`src/rtl/multibyte_add_seq_pkg.sv`:
```
// Shared constants and state encoding for the byte-serial add/sub sequencer.
// Imported by the sequencer top and its byte adder.
package multibyte_add_seq_pkg;

  localparam int BYTE_W = 8;

  localparam logic [1:0] ST_IDLE = 2'd0;
  localparam logic [1:0] ST_RUN  = 2'd1;
  localparam logic [1:0] ST_DONE = 2'd2;

  typedef enum logic [1:0] {
    S_IDLE = ST_IDLE,
    S_RUN  = ST_RUN,
    S_DONE = ST_DONE
  } state_t;

endpackage

```
`src/rtl/multibyte_add_seq_adder_byte.sv`:
```
// Shared 8-bit adder with carry in/out.
// The sequencer feeds it one operand byte per clock.
module multibyte_add_seq_adder_byte
  import multibyte_add_seq_pkg::*;
(
  input  logic [BYTE_W-1:0] a,
  input  logic [BYTE_W-1:0] b,
  input  logic              carry_in,
  output logic [BYTE_W-1:0] sum,
  output logic              carry_out
);

  assign {carry_out, sum} = {1'b0, a}
                          + {1'b0, b}
                          + {{BYTE_W{1'b0}}, carry_in};

endmodule

```
`src/rtl/multibyte_add_seq.sv`:
```
// NBYTES-wide add/subtract done LSB-first through one byte adder.
// start/ready/done handshake; result and flags are registered.
module multibyte_add_seq
  import multibyte_add_seq_pkg::*;
#(
  parameter int NBYTES = 4
) (
  input  logic                   clk,
  input  logic                   reset,
  input  logic                   start,
  input  logic                   op_sub,
  input  logic [8*NBYTES-1:0]    a,
  input  logic [8*NBYTES-1:0]    b,
  output logic                   ready,
  output logic                   done,
  output logic [8*NBYTES-1:0]    result,
  output logic                   carry_out,
  output logic                   overflow
);

  localparam int W     = BYTE_W * NBYTES;
  localparam int IDX_W = (NBYTES > 1) ? $clog2(NBYTES) : 1;

  state_t              r_state;
  logic [W-1:0]        r_opa;
  logic [W-1:0]        r_opb;
  logic [W-1:0]        r_acc;
  logic                r_carry;
  logic [IDX_W-1:0]    r_idx;
  logic [W-1:0]        r_result;
  logic                r_cout;
  logic                r_ovf;
  logic                r_done;
  logic                r_ready;

  logic [BYTE_W-1:0]   w_sum;
  logic                w_cout;
  logic [W-1:0]        w_acc_nxt;
  logic                w_last;
  logic                w_ovf;

  multibyte_add_seq_adder_byte u_adder_byte (
    .a         (r_opa[BYTE_W-1:0]),
    .b         (r_opb[BYTE_W-1:0]),
    .carry_in  (r_carry),
    .sum       (w_sum),
    .carry_out (w_cout)
  );

  // New byte enters at the top; after NBYTES shifts the word is in place.
  assign w_acc_nxt = W'({w_sum, r_acc} >> BYTE_W);
  assign w_last    = (r_idx == IDX_W'(NBYTES - 1));

  // On the MSB byte, bit 7 of each operand is the sign bit.
  assign w_ovf = (r_opa[BYTE_W-1] == r_opb[BYTE_W-1])
              && (w_sum[BYTE_W-1] != r_opa[BYTE_W-1]);

  always_ff @(posedge clk or posedge reset) begin
    if (reset) begin
      r_state  <= S_IDLE;
      r_opa    <= '0;
      r_opb    <= '0;
      r_acc    <= '0;
      r_carry  <= 1'b0;
      r_idx    <= '0;
      r_result <= '0;
      r_cout   <= 1'b0;
      r_ovf    <= 1'b0;
      r_done   <= 1'b0;
      r_ready  <= 1'b1;
    end else begin
      r_done <= 1'b0;
      case (r_state)
        S_IDLE: begin
          if (start) begin
            r_opa   <= a;
            r_opb   <= op_sub ? ~b : b;
            r_carry <= op_sub;
            r_idx   <= '0;
            r_ready <= 1'b0;
            r_state <= S_RUN;
          end
        end
        S_RUN: begin
          r_acc   <= w_acc_nxt;
          r_opa   <= r_opa >> BYTE_W;
          r_opb   <= r_opb >> BYTE_W;
          r_carry <= w_cout;
          r_idx   <= r_idx + IDX_W'(1);
          if (w_last) begin
            r_result <= w_acc_nxt;
            r_cout   <= w_cout;
            r_ovf    <= w_ovf;
            r_done   <= 1'b1;
            r_state  <= S_DONE;
          end
        end
        S_DONE: begin
          r_ready <= 1'b1;
          r_state <= S_IDLE;
        end
        default: begin
          r_ready <= 1'b1;
          r_state <= S_IDLE;
        end
      endcase
    end
  end

  assign ready     = r_ready;
  assign done      = r_done;
  assign result    = r_result;
  assign carry_out = r_cout;
  assign overflow  = r_ovf;

endmodule

```
`config.mk`:
```
export PLATFORM = sky130hd
export DESIGN_NAME = multibyte_add_seq
export DESIGN_NICKNAME = d
export VERILOG_FILES = /design/src/rtl/multibyte_add_seq_pkg.sv /design/src/rtl/multibyte_add_seq_adder_byte.sv /design/src/rtl/multibyte_add_seq.sv
export SDC_FILE = /design/constraint.sdc
export NUM_CORES = 1
export LEC_CHECK = 0
export ABC_AREA = 1
export BUFFER_PORTS_ARGS = -buffer_cell sky130_fd_sc_hd__buf_2
export CORE_UTILIZATION = 60
export CTS_CLUSTER_SIZE = 16
export DETAILED_ROUTE_END_ITERATION = 8
export PLACE_DENSITY = 0.83
export SETUP_SLACK_MARGIN = 0.15
export SYNTH_ARGS = -nofsm -noshare
export SYNTH_HDL_FRONTEND = slang
export SYNTH_SLANG_ARGS = --single-unit
```
`constraint.sdc`:
```
create_clock -name clk -period 5.5 [get_ports clk]
set_input_delay 0.275 -clock clk [delete_from_list [all_inputs] [get_ports clk]]
set_output_delay 0.275 -clock clk [all_outputs]
set_load 0.05 [all_outputs]
```
# Word-level counts from Yosys, hierarchy flattened
# Index checks and enable logic that the tools add are counted.
# word_totals
reg_bits	137
in_bits	68
out_inout_bits	36
word_cells	45
# op_classes
add_sub_neg	3
n_eq_ne	6
muxes	16
bitwise_logic	2
reduce_logical	7
# ops
cell	count
32-bit case mux with 2 select lines	2
32-bit 2-to-1 mux	3
32-bit NOT	1
8-bit by 8-bit adder with 9-bit output	1
9-bit by 1-bit adder with 9-bit output	1
2-bit case mux with 2 select lines	2
2-bit AND reduction	4
2-bit 2-to-1 mux	3
1-bit 2-to-1 mux	4
2-bit inequality test (second input constant)	2
1-bit case mux with 2 select lines	2
2-bit by 1-bit adder with 2-bit output (second input constant)	1
2-bit by 1-bit equality test with 1-bit output (second input constant)	1
2-bit equality test (second input constant)	1
2-bit zero test	1
2-bit nonzero test	1
1-bit equality test	1
1-bit logical AND	1
1-bit inequality test	1
1-bit NOT	1

# Depth between registers and ports, before layout
# Gate-level depths: netlist of the first run.
# depth
word_depth	4
mapped_depth	9

# By module
# A second synthesis of the first run with hierarchy kept.
# hier_totals
cells_unflattened	759
area_unflattened_um2	6049.6
# by_module_without_submodules
mod	instances	cells_each	area_each_um2	seq_area_each_um2
multibyte_add_seq	1	700	5703.0	3229.3
multibyte_add_seq_adder_byte	1	59	346.6	0.0

# Worst setup path before layout of the first run
# Ideal clock, no wire load.
# synth_path
kind	register -> register
start	register r_opa[0]
end	register r_cout (netlist: carry_out)
setup_time_ns	0.118
arrival_ns	1.636
required_ns	5.382
path_slack_ns	3.746
stages_incl_launch_ff	9
n_path_buf	0
cell_sequence	dfrtp_1 fa_1 fa_1 nand3_1 nand3_1 nand2_1 nand2_1 nand2_1 nand2_1
# synth_between
elab_chain_len	2
# synth_lines
element	line_no	rtl
start, declared	multibyte_add_seq.sv:25	logic [W-1:0] r_opa;
start signal, assigned	multibyte_add_seq.sv:86	r_opa <= r_opa >> BYTE_W;
8-bit by 8-bit adder with 9-bit output	multibyte_add_seq_adder_byte.sv:14	+ {1'b0, b}
9-bit by 1-bit adder with 9-bit output	multibyte_add_seq_adder_byte.sv:15	+ {{BYTE_W{1'b0}}, carry_in};
end signal, assigned	multibyte_add_seq.sv:92	r_cout <= w_cout;
end, declared	multibyte_add_seq.sv:31	logic r_cout;
# No other way between the ends.
# A chain may end at the register's enable or synchronous reset.

# Worst setup path in the final report of the first run
# layout_path
start	register r_state[0]
end	register r_result[30] (netlist: result[30])
# layout_between
elab_chain_len	2
# layout_lines
element	line_no	rtl
start, declared	multibyte_add_seq.sv:24	state_t r_state;
start signal, assigned	multibyte_add_seq.sv:60	r_state <= S_IDLE;
start signal, assigned	multibyte_add_seq.sv:81	r_state <= S_RUN;
start signal, assigned	multibyte_add_seq.sv:95	r_state <= S_DONE;
2-bit by 1-bit equality test with 1-bit output	multibyte_add_seq.sv:73	case (r_state)
2-bit AND reduction (no line)	--	
end signal, assigned	multibyte_add_seq.sv:91	r_result <= w_acc_nxt;
end, declared	multibyte_add_seq.sv:30	logic [W-1:0] r_result;
# No other way between the ends.

==> results of run 1 <==
[state kept, by name (all words and copies together) (netlist names)]
register,flops
r_opa,32
r_opb,32
result,32
r_acc,24
r_idx,2
r_state,2
carry_out,1
done,1
overflow,1
r_carry,1
ready,1
[worst min-delay path, cell delays in order]
cell	delay (ns)
buf_2	0.09
nand2_1	0.05
o211ai_1	0.08
[cell type report]
class | count | area (sq um)
clock inverters | 12 | 156.4
inverters | 52 | 200.2
clock buffers | 20 | 445.4
multi-input cells | 390 | 2167
well taps | 129 | 161.4
flip-flops and latches | 129 | 3229
fillers | 634 | 2171
repair buffers | 127 | 753.2
[what timing repair did]
action | 4_1_cts | 5_1_grt
resized for setup | 0 | 0
hold buffers | 23 | 0
endpoints found under the hold margin | 81 | 0
[synth_stat cells (all sizes together)]
master / number / area share [%]
buf: 30 / 3.3
dfrtp: 128 / 55
xnor2: 34 / 5.1
nand4: 1 / 0.11
a22oi: 10 / 1.3
ha: 8 / 1.7
o211ai: 27 / 3.5
a21oi: 6 / 0.52
o21ai: 58 / 6.2
nor2: 6 / 0.52
o22ai: 2 / 0.22
nand3: 19 / 1.6
fa: 2 / 0.69
clkbuf: 3 / 0.26
dfstp: 1 / 0.45
inv: 52 / 3.4
o221ai: 5 / 0.75
nand2: 203 / 14
a22o: 8 / 1.2
xor2: 1 / 0.15
[routing by layer]
layer	wire length (microns)	global-route usage, %	up-vias
met3	829	6.755	44
li1	-	-	2195
met1	5353	35.85	2229
met4	390	12.93	0
met2	6864	47.52	205
met5	0	0	-
[through the flow]
| step | util, % | power [W] | hold WS [ns] | instances | worst slack (ns) |
|---|---|---|---|---|---|
| floorplan | - | 0.002998 | 0.3960 | 604 | 1.786 |
| global placement | 67.66 | 0.003307 | 0.4272 | 804 | 2.662 |
| detailed placement | 67.66 | 0.003395 | 0.4448 | 804 | 2.563 |
| CTS | 76.62 | 0.004580 | 0.004096 | 859 | 2.482 |
| global route | 76.62 | 0.004851 | 0.01538 | 859 | 2.198 |
| finish | 76.62 | 0.004585 | 0.009453 | 859 | 2.485 |
[layout by cell type, fill, tap and decap left out, types with 8 or more instances in the layout]
cell type / synthesis / routed
a22o_1: 8 / 8
dlygate4sd3_1: 0 / 23
nand2_1: 193 / 193
nand2_2: 8 / 8
o21ai_1: 14 / 14
clkbuf_16: 0 / 16
buf_2: 22 / 103
o211ai_1: 27 / 27
xnor2_1: 34 / 34
dfrtp_1: 128 / 128
o21ai_2: 18 / 18
ha_1: 8 / 8
o21ai_0: 26 / 26
inv_1: 47 / 46
a22oi_1: 10 / 10
nand3_1: 19 / 19
[kinds of logic (layout without fill, tap and decap cells)]
family                     after synthesis  after routing
AOI/OAI and AO/OA                      116            116
xor gates and xnor gates                35             35
buffers and inverters                   85            211
adders and majority gates               10             10
DFF                                    129            129
and+or+nand+nor                        229            229
[power by group]
group / internal [W] / leakage, nW / switching, W
logic: 0.000531 / 1.58 / 0.00132
registers: 0.00136 / 1.66 / 0.000242
clock network: 0.000716 / 0.284 / 0.000420
total: 0.00261 / 3.52 / 0.00198
[worst paths after layout]
| path | startpoint | to | slack (ns) | depth (start not counted) |
|---|---|---|---|---|
| worst max-delay path | r_state[0] | result[30] | 2.49 | 6 |
| worst min-delay path | a[2] | r_opa[2] | 0.009 | 3 |
| worst max register to register | r_state[0] | result[30] | 2.49 | 6 |
| worst min register to register | result[24] | result[24] | 0.48 | 2 |
| max in group asynchronous | reset | r_opb[23] | 3.70 | 4 |
| min in group asynchronous | reset | r_acc[19] | 0.43 | 3 |
==> summary.txt, run 1 <==
Timing
  • Fmax: between 300 and 400 MHz
  • Final Hold Fails: 0
  • Setup_tns: 0 ns
  • Max_slew headroom: 18.15%
  • RSZ-0062 raised after global routing: false
  • Tmin final: approximately 3 ns
  • Final worst-path cycle share: between 50% and 60%
  • Setup-violating endpoint count in the final report: 0
  • Slew Limit Fails: 0
  • Worst slew pin tran: 1.223 ns
  • Worst clock skew: slightly below 0.006 ns

Synth
  • Post-synthesis xor/xnor area fraction: under 10%
  • Post-synthesis sequential area ratio: ~56%
  • Synth Cell Area: about 5800 sq um
  • Post-synthesis compound-gate area fraction: between 10% and 20%
  • Fraction of synthesized area in multiplexers: 0%
  • Fraction of the mapped netlist area in adder cells: under 10%
  • Synth Instances: between 600 and 700
  • Mapped Avg Cell Area: 9.606 sq um
  • Synth unique cells: 30
  • Yosys warning count: 0
  • Simple-gate share of the synthesized area: 16.00%
  • Largest family of logic cells by synthesized area: simple AND/OR/NAND/NOR gates
  • Seq cells post-synth: around 130
  • Net Count, Synth: about 700

Worst setup path
  • Crit-path slowest cell: nand2_2
  • Startpoint types: flip-flop
  • Crit-path cells: nand2_4 > inv_4 > nand2_2 > inv_2 > nand3_1 > nand2_1
  • Bufs and invs on worst path: 2
  • Crit path max-delay family: simple AND/OR/NAND/NOR gates
  • Crit. End Element: flip-flop
  • CP Data Required Time: between 5 and 6 ns
  • CP max FO: 58
  • Worst path arrival time: ~3.4 ns
  • CP max stage delay: between 0.9 and 1 ns
  • CP Class: reg2reg

Flow run
  • Max-cap violation count: 0

GRT
  • First-pass GRT wire length: 21860 microns
  • Grt total ovfl: 0
  • Vias in the first global route: around 4600
  • Largest net degree at the start of global routing: ~70
  • Total track usage: 28.63%
  • Antenna violations before repair: 0

Clock network
  • Clk buf depth: 2
  • CTS tree: done
  • Num CTS Buffers: 17
  • Root Buffer Master: clkbuf_8
  • H-tree depth: 4
  • Post-CTS Setup Bufs: 0
  • Clock-pin slew on the worst setup and hold paths: 0.06 ns
  • Worst-Skew Late Latency: between 0.5 and 0.6 ns
  • TritonCTS Sinks: about 130

Layout
  • Final instance area: about 7000 sq um
  • Fraction of layout cells with a size suffix above 1: around a quarter
  • Final net count: a little under 800
  • Synthesis-to-layout area growth: 22.60%
  • Diode count: 0

Hold path
  • HP Class: in2reg

Floorplan
  • Ports: roughly 100
  • DIE AREA: 10070 sq um
  • Die height: ~100 microns
  • Horiz. Die Dim: about 100 microns
  • Core area: slightly above 9000 sq um
  • FP Rows: 35
  • Initial Util: a little over three fifths

Power
  • Peak supply drop: about 0.34 mV
  • Leakage Power: approximately 3.5 nW
  • P per Cell Area: between 600 and 700 nW/um^2

Drt
  • Residual DRC: 0
  • DR vias: between 4000 and 5000
  • Vias per cell: between 5 and 6
  • Routed Antenna Nets: 0
  • Total Wirelength: 13440 microns
  • Routed len/inst: about 16 microns
  • 1st-iter DRT viols: 243
  • DRT Pass-1 Iters: 5

Placement
  • Placed Area: 6281 sq um
  • Hpwl dp: 8048 microns
  • Global placer's final weighted congestion: between 0.8 and 0.9
  • IO buf count: approximately 100

Status
  • Status: complete, no violations
Power figures use the tool's default switching activity.
==> run 2: changes to the inputs <==
--- a/config.mk
+++ b/config.mk
@@ -7,10 +7,10 @@
 export LEC_CHECK = 0
 export ABC_AREA = 1
 export BUFFER_PORTS_ARGS = -buffer_cell sky130_fd_sc_hd__buf_2
-export CORE_UTILIZATION = 60
+export CORE_UTILIZATION = 50
 export CTS_CLUSTER_SIZE = 16
 export DETAILED_ROUTE_END_ITERATION = 8
-export PLACE_DENSITY = 0.83
+export PLACE_DENSITY = 0.74
 export SETUP_SLACK_MARGIN = 0.15
 export SYNTH_ARGS = -nofsm -noshare
 export SYNTH_HDL_FRONTEND = slang
==> constraint.sdc (replaced) <==
create_clock -name clk -period 2.7 [get_ports clk]
set_input_delay 0.135 -clock clk [delete_from_list [all_inputs] [get_ports clk]]
set_output_delay 0.135 -clock clk [all_outputs]
set_load 0.05 [all_outputs]
==> run 2 against run 1 <==
Compared with the run above:
- fmax is 58% higher
- sequential power up 100%
- clock skew up 0.0019 ns
==> summary.txt, run 2 (synthesized netlist as in run 1, its figures left out) <==
Floorplan
  • Initial Util: 52.37% (was 62.49%)
  • FP Rows: 38 (was 35)
  • Die height: 109.7 microns (was 100.3 microns)
  • Ports: 104 (unchanged)
  • Horiz. Die Dim: 109.7 microns (was 100.3 microns)
  • Core area: 11080 sq um (was 9284 sq um)
  • DIE AREA: 12040 sq um (was 10070 sq um)

GRT
  • Antenna violations before repair: 0 (unchanged)
  • Total track usage: 23.87% (was 28.63%)
  • Grt total ovfl: 0 (unchanged)
  • First-pass GRT wire length: 21560 microns (was 21860 microns)
  • Largest net degree at the start of global routing: 48 (was 71)
  • Vias in the first global route: 4562 (was 4637)

Clock network
  • TritonCTS Sinks: 129 (unchanged)
  • Num CTS Buffers: 17 (unchanged)
  • H-tree depth: 4 (unchanged)
  • CTS tree: done (unchanged)
  • Clock-pin slew on the worst setup and hold paths: 0.06 ns (about the same)
  • Clk buf depth: 2 (unchanged)
  • Post-CTS Setup Bufs: 0 (unchanged)
  • Resized cells post-CTS: 0 (unchanged)
  • Hold bufs inserted after CTS: 41 (was 23)
  • Root Buffer Master: clkbuf_16 (was clkbuf_8)
  • Worst-Skew Late Latency: 0.42 ns (was 0.52 ns)

Worst setup path
  • Reg2reg path depth: 8 (was 6)
  • Worst Setup SP: r_opa[0] (was r_state[0])
  • Startpoint types: flip-flop (unchanged)
  • Crit-path slowest cell: fa_1 (was nand2_2)
  • Crit. path cell count: 8 (was 6)
  • CP Data Required Time: 3.01 ns (was 5.91 ns)
  • Worst R2R Setup Slack: 0.79 ns (was 2.49 ns)
  • Crit-path cells: fa_1 > fa_1 > nand3_1 > nand3_1 > nand2_1 > nand2_1 > nand2_1 > nand2_1 (was nand2_4 > inv_4 > nand2_2 > inv_2 > nand3_1 > nand2_1)
  • Termination of the worst setup path: r_carry (was result[30])
  • Crit path max-delay family: adder cells (was simple AND/OR/NAND/NOR gates)
  • CP max FO: 3 (was 58)
  • Worst path arrival time: 2.22 ns (was 3.42 ns)
  • Most common cell on crit path: nand2_1
  • CP max stage delay: 0.48 ns (was 0.99 ns)
  • CP Class: reg2reg (unchanged)
  • Crit. End Element: flip-flop (unchanged)
  • Reg2reg start: r_opa[0] (was r_state[0])
  • Worst r2r dst: r_carry (was result[30])
  • Bufs and invs on worst path: 0 (was 2)

Placement
  • Placed Area: 6374 sq um (was 6281 sq um)
  • Global placer's final weighted congestion: 0.8616 (was 0.8988)
  • IO buf count: 103 (unchanged)
  • Hpwl dp: 8165 microns (was 8048 microns)
  • Inst Count DP: 822 (was 804)

Drt
  • Detailed route wirelength on metal2: 6364 microns (was 6864 microns)
  • DRT Pass-1 Iters: 5 (unchanged)
  • Routed Antenna Nets: 0 (unchanged)
  • DR vias: 4685 (was 4673)
  • M1 WL: 5582 microns (was 5353 microns)
  • Vias per cell: 5.235 (was 5.440)
  • Routed len/inst: 14.48 microns (was 15.64 microns)
  • 1st-iter DRT viols: 343 (was 243)
  • DR top layer: met4 (unchanged)
  • Residual DRC: 0 (unchanged)
  • Total Wirelength: 12960 microns (was 13440 microns)
  • Wire length on met3: 726 microns (was 829 microns)

Hold path
  • HP Class: in2reg (unchanged)
  • WHS Path Cells: 3 (unchanged)

Timing
  • Final Hold Fails: 0 (unchanged)
  • Final worst-path cycle share: 70.77% (was 54.81%)
  • Max_slew headroom: 37.57% (was 18.15%)
  • Hold slack: 0.009123 ns (was 0.009453 ns)
  • Slew Limit Fails: 0 (unchanged)
  • Tmin final: 1.911 ns (was 3.015 ns)
  • Fmax: 523.3 MHz (was 331.7 MHz)
  • Setup_tns: 0 ns (unchanged)
  • Worst slew pin tran: 0.9364 ns (was 1.223 ns)
  • RSZ-0062 raised after global routing: false (unchanged)
  • Setup-violating endpoint count in the final report: 0 (unchanged)
  • Worst clock skew: 0.007773 ns (was 0.005834 ns)

Layout
  • Synthesis-to-layout area growth: 27.41% (was 22.60%)
  • Final instance area: 7392 sq um (was 7113 sq um)
  • Finished Layout Cells: 895 (was 859)
  • Most frequent cells in the layout: nand2_1, dfrtp_1, buf_2, inv_1, dlygate4sd3_1 (was nand2_1, dfrtp_1, buf_2, inv_1, xnor2_1)
  • Commonest non-fill, non-tap cell in the layout: nand2_1 (unchanged)
  • Diode count: 0 (unchanged)
  • Fraction of layout cells with a size suffix above 1: 23.58% (was 23.42%)
  • Final net count: 820 (was 795)
  • Fillcell total: 844 (was 634)

Status
  • Status: complete, no violations (unchanged)

Power
  • Leakage Power: 3.655 nW (was 3.524 nW)
  • Pwr Total: 0.009315 W (was 0.004585 W)
  • P per Cell Area: 1260 nW/um^2 (was 644.6 nW/um^2)
  • Peak supply drop: 0.8875 mV (was 0.3356 mV)

Flow run
  • Max-cap violation count: 0 (unchanged)
==> run 2: changes by cell type in the layout (fill, tap and decap cells not counted), sizes merged <==
cell and change:
inv +1, dlygate4sd3 +18, clkinv +4, buf +7
clkbuf -2, clkinvlp -3
==> run 2: area by class of cell <==
cell class | instances | area, sq um | share of cell area (%)
Multi-Input combinational cell | 390 | 2167 | 29.32
Sequential cell | 129 | 3229 | 43.69
Inverter | 52 | 201.4 | 2.725
Tap cell | 140 | 175.2 | 2.370
Clock buffer | 18 | 429.2 | 5.806
Timing Repair Buffer | 152 | 1011 | 13.68
Clock inverter | 14 | 178.9 | 2.420
==> run 2: worst reg2reg max path, cell delays in order (launching register included) <==
cell and delay [ns]:
dfrtp_1 0.40, fa_1 0.48, fa_1 0.45, nand3_1 0.13, nand3_1 0.09, nand2_1 0.07, nand2_1 0.06, nand2_1 0.06
nand2_1 0.05
==> run 2: worst min-delay path by stage <==
stage | start | end
2_1_floorplan | a[30] | r_opa[30]
3_3_place_gp | reset | r_opa[31]
3_5_place_dp | reset | r_opa[31]
4_1_cts | b[2] | r_opb[2]
5_1_grt | b[27] | r_opb[27]
6_report | b[31] | r_opb[31]
==> run 2: power breakdown <==
group | total [W] | internal [W] | switching (W)
sequential | 0.00324 | 0.00277 | 0.000474
clock | 0.00234 | 0.00147 | 0.000873
combinational | 0.00373 | 0.00115 | 0.00258
total | 0.00932 | 0.00538 | 0.00393
==> run 2: per-stage QoR <==
step           setup WS [ns]  util [%]
2_1_floorplan         0.9464         -
3_3_place_gp          0.8604     57.53
3_5_place_dp          0.7998     57.53
4_1_cts               0.7899     66.73
5_1_grt               0.6422     66.73
6_report              0.7891     66.73
==> run 2: metal layers <==
layer / vias to the layer above / GRT usage [%]
met5: - / 0
met4: 0 / 9.429
met3: 25 / 6.935
met2: 168 / 38.41
met1: 2251 / 30.38
li1: 2241 / -
==> run 3: changes to the inputs <==
--- a/config.mk
+++ b/config.mk
@@ -5,9 +5,9 @@
 export SDC_FILE = /design/constraint.sdc
 export NUM_CORES = 1
 export LEC_CHECK = 0
-export ABC_AREA = 1
+export ABC_AREA = 0
 export BUFFER_PORTS_ARGS = -buffer_cell sky130_fd_sc_hd__buf_2
-export CORE_UTILIZATION = 50
+export CORE_UTILIZATION = 51
 export CTS_CLUSTER_SIZE = 16
 export DETAILED_ROUTE_END_ITERATION = 8
 export PLACE_DENSITY = 0.74
==> constraint.sdc (replaced) <==
create_clock -name clk -period 1.7 [get_ports clk]
set_input_delay 0.085 -clock clk [delete_from_list [all_inputs] [get_ports clk]]
set_output_delay 0.085 -clock clk [all_outputs]
set_load 0.05 [all_outputs]
==> run 3 against run 2 <==
Compared with the run above:
- the run now ends with DRC, setup timing left
- sequential power is 66% higher
- non-clock buffer count is 25 higher
- sequential share of layout area is 3.4 points lower
- setup slack worse by 1.2 ns
- flip-flop and latch count stayed put
- via count is 13% higher
- count of clock-buffer cells in the layout is 6 higher
- area after synthesis is 6.3% higher
- largest cell class unchanged
- largest power group unchanged
- highest routed layer unchanged
==> summary.txt, run 3 <==
Hold path
  • HP Class: in2reg (unchanged)
  • WHS Path Cells: 3 (unchanged)

Drt
  • Total Wirelength: 15690 microns (was 12960 microns)
  • Vias per cell: 5.611 (was 5.235)
  • Routed len/inst: 16.62 microns (was 14.48 microns)
  • DRT Pass-1 Iters: 6 (was 5)
  • Residual DRC: 8 (was 0)
  • DR vias: 5297 (was 4685)
  • Routed Antenna Nets: 0 (unchanged)
  • 1st-iter DRT viols: 329 (was 343)

Worst setup path
  • Crit. End Element: flip-flop (unchanged)
  • CP Class: reg2reg (unchanged)
  • Startpoint types: flip-flop (unchanged)
  • CP Data Required Time: 1.99 ns (was 3.01 ns)
  • CP max FO: 2 (was 3)
  • Worst path arrival time: 2.43 ns (was 2.22 ns)
  • Reg2reg path depth: 6 (was 8)

Synth
  • Top cell type's share of synthesized area: 51.94% (was 55.21%)
  • Net Count, Synth: 720 (was 682)
  • Cell with the most instances after synthesis: nand2_1 (unchanged)
  • Yosys warning count: 0 (unchanged)
  • Synth top area cells: dfrtp_1, nand2_1, a22oi_1, nor2b_1, xor2_1 (was dfrtp_1, nand2_1, xnor2_1, o211ai_1, inv_1)
  • Commonest cells post-synth: nand2_1, dfrtp_1, o21ai_0 (was nand2_1, dfrtp_1, inv_1)
  • Synth async-reset ratio: 100.0% (unchanged)
  • Mapped Avg Cell Area: 9.606 sq um (about the same)
  • Post-synthesis sequential area ratio: 52.36% (was 55.66%)
  • Post-synth EDFFs: 0 (unchanged)
  • Synth Instances: 642 (was 604)
  • Seq cells post-synth: 129 (unchanged)
  • Post-synth top area cell: dfrtp_1 (unchanged)
  • Synth Cell Area: 6167 sq um (was 5802 sq um)
  • Synth Flop Type: dfrtp_1 (unchanged)
  • Synth unique cells: 43 (was 30)

Layout
  • Final Util: 69.13% (was 66.73%)
  • Most frequent cells in the layout: nand2_1, dfrtp_1, buf_2, a21oi_1, o21ai_0 (was nand2_1, dfrtp_1, buf_2, inv_1, dlygate4sd3_1)
  • Fraction of layout cells with a size suffix above 1: 25.34% (was 23.58%)
  • Synthesis-to-layout area growth: 30.19% (was 27.41%)
  • Diode count: 0 (unchanged)
  • Final net count: 868 (was 820)
  • Commonest non-fill, non-tap cell in the layout: nand2_1 (unchanged)

Floorplan
  • Die height: 112.0 microns (was 109.7 microns)
  • FP Rows: 39 (was 38)
  • Core area: 11610 sq um (was 11080 sq um)
  • Horiz. Die Dim: 112.0 microns (was 109.7 microns)
  • DIE AREA: 12540 sq um (was 12040 sq um)
  • Initial Util: 53.10% (was 52.37%)
  • Ports: 104 (unchanged)

GRT
  • Largest net degree at the start of global routing: 40 (was 48)
  • Antenna violations before repair: 0 (unchanged)
  • First-pass GRT wire length: 26140 microns (was 21560 microns)
  • Vias in the first global route: 5501 (was 4562)
  • Total track usage: 26.99% (was 23.87%)
  • Grt total ovfl: 0 (unchanged)

Timing
  • Setup-violating endpoint count in the final report: 15 (was 0)
  • Slew Limit Fails: 0 (unchanged)
  • Setup slack after layout: -0.4397 ns (was 0.7891 ns)
  • Final worst-path cycle share: 125.9% (was 70.77%)
  • Fmax: 467.3 MHz (was 523.3 MHz)
  • Setup_tns: -4.721 ns (was 0 ns)
  • RSZ-0062 raised after global routing: true (was false)
  • Final Hold Fails: 0 (unchanged)
  • Worst clock skew: 0.01375 ns (was 0.007773 ns)
  • Worst slew pin tran: 0.4542 ns (was 0.9364 ns)
  • Tmin final: 2.140 ns (was 1.911 ns)
  • Max_slew headroom: 69.65% (was 37.57%)
  • Hold slack: 0.01544 ns (was 0.009123 ns)

Power
  • Leakage Power: 3.962 nW (was 3.655 nW)
  • Sw Share: 41.39% (was 42.21%)
  • P per Cell Area: 2008 nW/um^2 (was 1260 nW/um^2)
  • Fraction of power consumed by sequential logic: 33.4% (was 34.8%)
  • Cell internal pwr: 0.009450 W (was 0.005384 W)
  • Comb pwr share: 44.0% (was 40.1%)
  • Psw: 0.006674 W (was 0.003931 W)
  • Clk network pwr share: 22.6% (was 25.1%)
  • Peak supply drop: 0.8473 mV (was 0.8875 mV)

Status
  • Violated checks: DRC, setup timing
  • Status: finished with violations (was complete, no violations)

Clock network
  • CTS tree: done (unchanged)
  • H-tree depth: 4 (unchanged)
  • Clock-pin slew on the worst setup and hold paths: 0.05 ns (was 0.06 ns)
  • Worst-Skew Late Latency: 0.43 ns (was 0.42 ns)
  • Root Buffer Master: clkbuf_16 (unchanged)
  • Clk buf depth: 2 (unchanged)
  • TritonCTS Sinks: 129 (unchanged)
  • Num CTS Buffers: 17 (unchanged)

Placement
  • IO buf count: 103 (unchanged)
  • Hpwl dp: 9935 microns (was 8165 microns)
  • Global placer's final weighted congestion: 0.8579 (was 0.8616)

Flow run
  • Max-cap violation count: 0 (unchanged)
==> run 3: cell types whose count changed in the layout (fill, tap and decap cells not counted), moves of 24 or more <==
cell      previous run  this run
inv_1               46         2
nor2b_1              0        47
a21oi_1              6        51
buf_4                6        36
o211ai_1            27         3
xor2_1               1        34
xnor2_1             34         0
nand2_1            193       151
a22oi_1             10        46
==> run 3: worst paths after layout <==
| kind | slack [ns] | to | startpoint |
|---|---|---|---|
| hold reg to reg | 0.47 | result[7] | result[7] |
| min in group asynchronous | 0.22 | result[30] | reset |
| setup reg to reg | -0.44 | carry_out | r_opb[0] |
| max in group asynchronous | 0.90 | ready | reset |
| setup / recovery | -0.44 | carry_out | r_opb[0] |
| hold / removal | 0.02 | r_opb[28] | b[28] |
==> run 3: through the flow <==
step	std cells	cell area (sq um)	power, W	setup WS [ns]
after CTS	944	7994	0.01597	-0.4170
after global placement	878	7005	0.01154	-0.3642
final	944	8029	0.01612	-0.4397
after floorplan	642	6176	0.009864	-0.3394
after detailed placement	878	7005	0.01183	-0.4664
after global routing	944	8029	0.01708	-0.5058
==> run 3: routing by layer <==
layer / global-route usage (%) / up-vias / share of wire (%)
li1: - / 2503 / -
met1: 32.89 / 2581 / 42
met2: 44.14 / 173 / 50
met3: 8.165 / 40 / 5.1
met4: 12.62 / 0 / 3.1
met5: 0 / - / 0
==> run 3: repair_timing <==
item | in CTS | in global routing
endpoints found under the hold margin | 41 | 0
buffers inserted | 8 | 0
setup endpoints to repair | 16 | 25
hold buffers | 28 | 0
pin swaps | 17 | 10
resized for setup | 20 | 7
==> run 3: critical path, stage by stage, from the launching register on <==
cell and delay, ns:
dfrtp_1 0.40, fa_2 0.41, fa_2 0.37, a21o_1 0.19
a221o_1 0.39, nand3_2 0.14, a31oi_2 0.10
==> run 3: cell families after synthesis <==
kind of cell	synth area share [%]
DFF	52.36
buffers and inverters	3.956
and+or+nand+nor	15.82
xor gates and xnor gates	5.255
AOI/OAI and AO/OA	19.80
adders and majority gates	2.272
muxes	0.5275
==> run 3: power groups by stage <==
stage          logic (W)  registers (W)  clock network [W]
6_report         0.00710        0.00539            0.00364
5_1_grt          0.00773        0.00552            0.00383
4_1_cts          0.00694        0.00536            0.00368
3_5_place_dp     0.00644        0.00540                  0
3_3_place_gp     0.00623        0.00531                  0
2_1_floorplan    0.00348        0.00638                  0
==> run 3: cell type report <==
| cell class | instances | area [sq um] |
|---|---|---|
| fill | 881 | 3585 |
| sequential | 129 | 3232 |
| multi-input combinational | 461 | 2790 |
| timing repair buffer | 177 | 1222 |
| clock buffer | 24 | 481.7 |
| tap | 143 | 178.9 |
| clock inverter | 6 | 105.1 |
| inverter | 4 | 18.77 |
